<file path="src/rtl/fp_accumulator.sv">
// fp_accumulator: multi-cycle align/add/normalise accumulator that sums
// fp_multiplier products and emits the dot product with sticky flags.
module fp_accumulator #(
  parameter int BIT_WIDTH  = 16,
  parameter int EXP_WIDTH  = 8,
  parameter int MANT_WIDTH = 7,
  parameter int GUARD_BITS = 3
) (
  input  logic                 clk,
  input  logic                 rst_n,
  input  logic                 clr,
  input  logic                 in_valid,
  output logic                 in_ready,
  input  logic [BIT_WIDTH-1:0] in_product,
  input  logic                 in_exception,
  input  logic                 in_overflow,
  input  logic                 in_underflow,
  input  logic                 in_last,
  output logic                 out_valid,
  input  logic                 out_ready,
  output logic [BIT_WIDTH-1:0] out_result,
  output logic [2:0]           out_flags
);
  localparam int SIG_W = MANT_WIDTH + GUARD_BITS + 1;
  localparam int EW    = EXP_WIDTH + 2;
  localparam int LZ_W  = $clog2(SIG_W + 1);

  localparam logic [EXP_WIDTH-1:0]  EMAX   = '1;
  localparam logic [EXP_WIDTH-1:0]  EZ     = '0;
  localparam logic [MANT_WIDTH-1:0] MZ     = '0;
  localparam logic signed [EW-1:0]  EMAX_S = $signed({2'b00, EMAX});
  localparam logic signed [EW-1:0]  ZERO_S = '0;

  typedef enum logic [2:0] {IDLE, ALIGN, ADD, NORM, OUT} state_t;

  state_t                 state_q, state_d;
  logic [BIT_WIDTH-1:0]   acc_q, acc_d;
  logic [BIT_WIDTH-1:0]   prod_q, prod_d;
  logic [2:0]             flags_q, flags_d;
  logic                   last_q, last_d;
  logic                   a_sign_q, a_sign_d;
  logic                   b_sign_q, b_sign_d;
  logic signed [EW-1:0]   a_exp_q, a_exp_d;
  logic [SIG_W-1:0]       a_sig_q, a_sig_d;
  logic [SIG_W-1:0]       b_sig_q, b_sig_d;
  logic [SIG_W:0]         sum_q, sum_d;

  function automatic logic [LZ_W-1:0] lzc(input logic [SIG_W-1:0] v);
    lzc = LZ_W'(SIG_W);
    for (int i = 0; i < SIG_W; i++)
      if (v[i]) lzc = LZ_W'(SIG_W - 1 - i);
  endfunction

  logic                  acc_s, prod_s;
  logic [EXP_WIDTH-1:0]  acc_e, prod_e;
  logic [MANT_WIDTH-1:0] acc_m, prod_m;

  assign acc_s  = acc_q[BIT_WIDTH-1];
  assign acc_e  = acc_q[BIT_WIDTH-2 -: EXP_WIDTH];
  assign acc_m  = acc_q[MANT_WIDTH-1:0];
  assign prod_s = prod_q[BIT_WIDTH-1];
  assign prod_e = prod_q[BIT_WIDTH-2 -: EXP_WIDTH];
  assign prod_m = prod_q[MANT_WIDTH-1:0];

  logic                 swap;
  logic [SIG_W-1:0]     acc_sig, prod_sig, big_sig, sml_sig;
  logic [EXP_WIDTH-1:0] big_e, sml_e, e_diff;

  always_comb begin
    acc_sig  = '0;
    prod_sig = '0;
    if (acc_e != EZ)
      acc_sig = {1'b1, acc_m, {GUARD_BITS{1'b0}}};
    if (prod_e != EZ)
      prod_sig = {1'b1, prod_m, {GUARD_BITS{1'b0}}};
    swap    = prod_q[BIT_WIDTH-2:0] > acc_q[BIT_WIDTH-2:0];
    big_sig = swap ? prod_sig : acc_sig;
    sml_sig = swap ? acc_sig : prod_sig;
    big_e   = swap ? prod_e : acc_e;
    sml_e   = swap ? acc_e : prod_e;
    e_diff  = big_e - sml_e;
  end

  logic [LZ_W-1:0]      lz;
  logic [SIG_W-1:0]     nsig;
  logic signed [EW-1:0] nexp;
  logic [BIT_WIDTH-1:0] norm_res;
  logic [2:0]           norm_flags;

  always_comb begin
    lz         = lzc(sum_q[SIG_W-1:0]);
    nsig       = sum_q[SIG_W-1:0];
    nexp       = a_exp_q;
    norm_res   = '0;
    norm_flags = '0;
    if (sum_q[SIG_W]) begin
      nsig = sum_q[SIG_W:1];
      nexp = a_exp_q + $signed(EW'(1));
    end else begin
      nsig = sum_q[SIG_W-1:0] << lz;
      nexp = a_exp_q - $signed(EW'(lz));
    end
    // Infinite operands override the arithmetic path entirely.
    if (acc_e == EMAX && prod_e == EMAX && acc_s != prod_s) begin
      norm_res   = {1'b0, EMAX, MZ};
      norm_flags = 3'b100;
    end else if (acc_e == EMAX) begin
      norm_res = {acc_s, EMAX, MZ};
    end else if (prod_e == EMAX) begin
      norm_res = {prod_s, EMAX, MZ};
    end else if (sum_q == '0) begin
      norm_res = '0;
    end else if (nexp >= EMAX_S) begin
      norm_res   = {a_sign_q, EMAX, MZ};
      norm_flags = 3'b010;
    end else if (nexp <= ZERO_S) begin
      norm_res   = {a_sign_q, EZ, MZ};
      norm_flags = 3'b001;
    end else begin
      norm_res = {a_sign_q, nexp[EXP_WIDTH-1:0],
                  nsig[SIG_W-2 -: MANT_WIDTH]};
    end
  end

  logic unused_bits;
  assign unused_bits = ^{nsig[SIG_W-1], nsig[GUARD_BITS-1:0]};

  always_comb begin
    state_d  = state_q;
    acc_d    = acc_q;
    prod_d   = prod_q;
    flags_d  = flags_q;
    last_d   = last_q;
    a_sign_d = a_sign_q;
    b_sign_d = b_sign_q;
    a_exp_d  = a_exp_q;
    a_sig_d  = a_sig_q;
    b_sig_d  = b_sig_q;
    sum_d    = sum_q;
    unique case (state_q)
      IDLE: begin
        if (clr) begin
          acc_d   = '0;
          flags_d = '0;
        end else if (in_valid) begin
          prod_d  = in_product;
          last_d  = in_last;
          flags_d = flags_q |
                    {in_exception, in_overflow, in_underflow};
          state_d = ALIGN;
        end
      end
      ALIGN: begin
        a_sign_d = swap ? prod_s : acc_s;
        b_sign_d = swap ? acc_s : prod_s;
        a_exp_d  = $signed({2'b00, big_e});
        a_sig_d  = big_sig;
        b_sig_d  = (int'(e_diff) >= SIG_W) ? '0 : (sml_sig >> e_diff);
        state_d  = ADD;
      end
      ADD: begin
        if (a_sign_q == b_sign_q)
          sum_d = {1'b0, a_sig_q} + {1'b0, b_sig_q};
        else
          sum_d = {1'b0, a_sig_q} - {1'b0, b_sig_q};
        state_d = NORM;
      end
      NORM: begin
        acc_d   = norm_res;
        flags_d = flags_q | norm_flags;
        state_d = last_q ? OUT : IDLE;
      end
      OUT: begin
        if (out_ready) begin
          acc_d   = '0;
          flags_d = '0;
          state_d = IDLE;
        end
      end
      default: state_d = IDLE;
    endcase
  end

  always_ff @(posedge clk or negedge rst_n) begin
    if (!rst_n) begin
      state_q  <= IDLE;
      acc_q    <= '0;
      prod_q   <= '0;
      flags_q  <= '0;
      last_q   <= 1'b0;
      a_sign_q <= 1'b0;
      b_sign_q <= 1'b0;
      a_exp_q  <= '0;
      a_sig_q  <= '0;
      b_sig_q  <= '0;
      sum_q    <= '0;
    end else begin
      state_q  <= state_d;
      acc_q    <= acc_d;
      prod_q   <= prod_d;
      flags_q  <= flags_d;
      last_q   <= last_d;
      a_sign_q <= a_sign_d;
      b_sign_q <= b_sign_d;
      a_exp_q  <= a_exp_d;
      a_sig_q  <= a_sig_d;
      b_sig_q  <= b_sig_d;
      sum_q    <= sum_d;
    end
  end

  assign in_ready   = rst_n && (state_q == IDLE) && !clr;
  assign out_valid  = (state_q == OUT);
  assign out_result = out_valid ? acc_q : '0;
  assign out_flags  = out_valid ? flags_q : '0;

endmodule

</file>
<file path="config.mk">
export PLATFORM = sky130hd
export DESIGN_NAME = fp_accumulator
export DESIGN_NICKNAME = d
export VERILOG_FILES = /design/src/rtl/fp_accumulator.sv
export SDC_FILE = /design/constraint.sdc
export NUM_CORES = 1
export LEC_CHECK = 0
export CORE_MARGIN = 5
export CORE_UTILIZATION = 54
export DETAILED_ROUTE_END_ITERATION = 6
export PLACE_DENSITY = 0.83
export RECOVER_POWER = 50
export SYNTH_ARGS = -nofsm -noshare
export SYNTH_HDL_FRONTEND = slang
export SYNTH_SLANG_ARGS = --single-unit
export TNS_END_PERCENT = 10
</file>
<file path="constraint.sdc">
create_clock -name clk -period 3.95 [get_ports clk]
set_input_delay 0.79 -clock clk [delete_from_list [all_inputs] [get_ports clk]]
set_output_delay 0.79 -clock clk [all_outputs]
set_load 0.01 [all_outputs]
</file>
==> results.json <==
{
  "ys_ff_latch": 80,
  "r2r_cells": 15,
  "finalHoldViolations": 0,
  "finalSetupTns_ps": -8.771,
  "synth_area_leaders": "dfrtp_1, ha_1, mux2_2, nand2_1, nor2_1",
  "die_h_um": 117.2,
  "final_cells": 984,
  "grt_max_degree": 53,
  "worst_slack_ps": -8.771,
  "path_cells": "inv_2, ha_4, and3_4, and4_4, o22a_4, o21a_4, o21a_1, ha_2, and3_1, a211o_1, or3_1, a221o_1, buf_4, or4_4, o31ai_2",
  "final-max-slew-violation-count": 31,
  "cts_max_path_buffers": 2,
  "async_reset_ff_share_pct": 100.0,
  "slew_headroom_pct": -17.31,
  "synth_cells": 738,
  "diodes": 0,
  "synth_cell_types": 71,
  "skew_ps": 11.80,
  "worst_slew_pin_slew_ps": 1760,
  "grt_first_pass_wirelength_um": 30330,
  "flow.area_growth_from_synthesis_pct": 26.47,
  "wire_per_inst_um": 19.09,
  "cts_buffers": 9,
  "syn_nets": 796,
  "period_minus_slack_ps": 3959,
  "hold_buffers": 0,
  "via_count": 6136,
  "start_util_pct": 54.77,
  "core_area_mm2": 0.01132,
  "hold_class": "flop to flop",
  "cp_slowest_stage_delay_ps": 460,
  "drc_errors": 0,
  "rows": 39,
  "end_kind": "flop",
  "grt_antenna_before_repair": 0,
  "first_global_vias": 5883,
  "finalWeightedCongestion": 0.9845,
  "post-route-period-util_pct": 100.2,
  "critPathSlowestCell": "or4_4",
  "clock_sinks": 80,
  "dpl.hpwl_um": 13910,
  "fin_hold_ws_ps": 497.2,
  "crit_required_ps": 4200,
  "ys.flop_type": "dfrtp_1",
  "rsz0062_at_grt": "yes",
  "outcome": "complete, but fails checks",
  "final_util_pct": 69.27,
  "grt-ovfl-total": 0,
  "hold_depth": 2,
  "yosys.area.top_type": "dfrtp_1",
  "ant_nets": 0,
  "drive_gt1_share_pct": 21.28,
  "ios": 46,
  "yosysSeqAreaShare_pct": 32.28,
  "critPathLaunchType": "flop",
  "grt.total_usage_pct": 28.28,
  "cap_violations": 1,
  "crit_arrival_ps": 4210,
  "dp.cells": 957,
  "drtIter0Drc": 613,
  "yosysTopAreaCellShare_pct": 32.28,
  "setup_viol": 1,
  "cts_root_buffer": "clkbuf_16",
  "drt_first_pass_iters": 5,
  "io_buffer_count": 45,
  "finalWirelength_um": 18780,
  "synth_edf_count": 0,
  "drt-vias-per-instance": 6.236,
  "fmax_ghz": 0.2526,
  "die_w_um": 117.2,
  "h-tree-depth": 3,
  "yosysWarnings": 0,
  "clk_latency_ps": 350,
  "synth.cell_area_mm2": 0.006201,
  "cts_tree": "built",
  "dieArea_mm2": 0.01373,
  "violations": "max-capacitance violations, max-slew violations, negative setup slack",
  "avgSynthCellArea_um2": 8.402,
  "path_max_fanout": 5,
  "nNetsFinal": 894,
  "crit_type": "flop to flop",
  "path_clk_slew_ps": 60
}
area by class of cell:
type,instances,area (µm²)
fillers,875,3478
multi-input cells,588,4164
flip-flops and latches,80,2002
clock buffers,12,246.5
clock inverters,4,77.57
inverters,38,142.6
well taps,143,178.9
repair buffers,119,1031
placed cells by master, fill, tap and decap left out, drive strengths merged, types with 14 or more instances in the layout:
cell type,netlist,final
a21oi,52,52
buf,8,72
clkbuf,25,15
clkdlybuf4s50,0,43
dfrtp,80,80
ha,31,31
inv,37,37
mux2,33,33
mux2i,20,20
nand2,96,96
nor2,86,86
nor3,14,14
o21ai,47,47
xnor2,18,18
per-layer routing:
metal  part of all wire [%]  track usage [%]  vias to the layer above
li1                       -                -                     2853
met1                     44            38.59                     2930
met2                     46            44.83                      296
met3                    7.2            5.141                       57
met4                    3.2            10.86                        0
met5                      0                0                        -
synth_stat cells (3+ instances only):
library cell	instances
or3b_2	3
nor3b_1	5
or3_1	6
nor2_1	86
mux4_2	4
nor3_1	14
a21oi_1	52
a221oi_1	9
a2111oi_0	4
a22o_1	3
nand2_1	96
and3_1	11
xor2_1	10
inv_1	37
o21bai_1	4
ha_1	31
a31oi_1	9
o21a_1	4
xnor2_1	18
o31ai_2	6
nand3_1	11
nand2b_1	7
a211oi_1	5
o31ai_1	3
buf_6	3
nor4_1	7
a21boi_0	3
o21ai_0	47
a21o_1	8
buf_2	3
o41ai_1	6
and2_1	8
clkbuf_1	25
nand4_1	9
mux2_2	32
nor2b_1	7
mux2i_1	20
dfrtp_1	80
repair_timing:
item,in CTS,in global routing
resized for setup,20,24
gates cloned,1,1
endpoints found under the setup margin,4,23
buffers inserted,5,4
pin swaps,12,10
state kept, by name, indices dropped and copies added, names as in the netlist:
name and cells:
acc_q 16, sum_q 12, state_q 3, b_sig_q 11, a_sign_q 1, a_sig_q 8
last_q 1, flags_q 3, prod_q 16, a_exp_q 8, b_sign_q 1
worst max-delay path: cells and delay by family, from the launching register on:
| kind | cells | cell delay (ps) |
|---|---|---|
| compound gates | 6 | 1490 |
| fa+ha+maj | 2 | 400 |
| buf+inv | 2 | 250 |
| flops | 1 | 410 |
| simple gates | 5 | 1300 |
logic make-up (layout without fill, tap and decap cells):
group	Yosys count	after routing	synth area share, %
simple gates	283	284	21.41
compound gates	186	186	20.00
flops	80	80	32.28
buf+inv	71	173	4.721
mux	57	57	10.73
fa+ha+maj	33	33	6.901
xor+xnor	28	28	3.955
per-stage QoR:
step,instance area (µm²),setup slack [ps]
6_report,7843,-8.771
5_1_grt,7843,-117.9
4_1_cts,7710,-0.005773
3_5_place_dp,7239,-140.0
3_3_place_gp,7239,-68.45
2_1_floorplan,6255,-39.87
final timing paths:
kind / startpoint / endpoint / slack (ps)
worst max register to register: acc_q[13]$_DFFE_PN0P_ / b_sig_q[3]$_DFFE_PN0P_ / -9
worst min register to register: a_sig_q[10]$_DFFE_PN0P_ / a_sig_q[10]$_DFFE_PN0P_ / 500
worst min-delay path: a_sig_q[10]$_DFFE_PN0P_ / a_sig_q[10]$_DFFE_PN0P_ / 500
min in group asynchronous: rst_n / prod_q[9]$_DFFE_PN0P_ / 900
max in group asynchronous: rst_n / acc_q[2]$_DFFE_PN0P_ / 970
worst max-delay path: acc_q[13]$_DFFE_PN0P_ / b_sig_q[3]$_DFFE_PN0P_ / -9
Power is not shown: default switching activity piles up to over one toggle a cycle in this logic, so the estimate is an artifact.
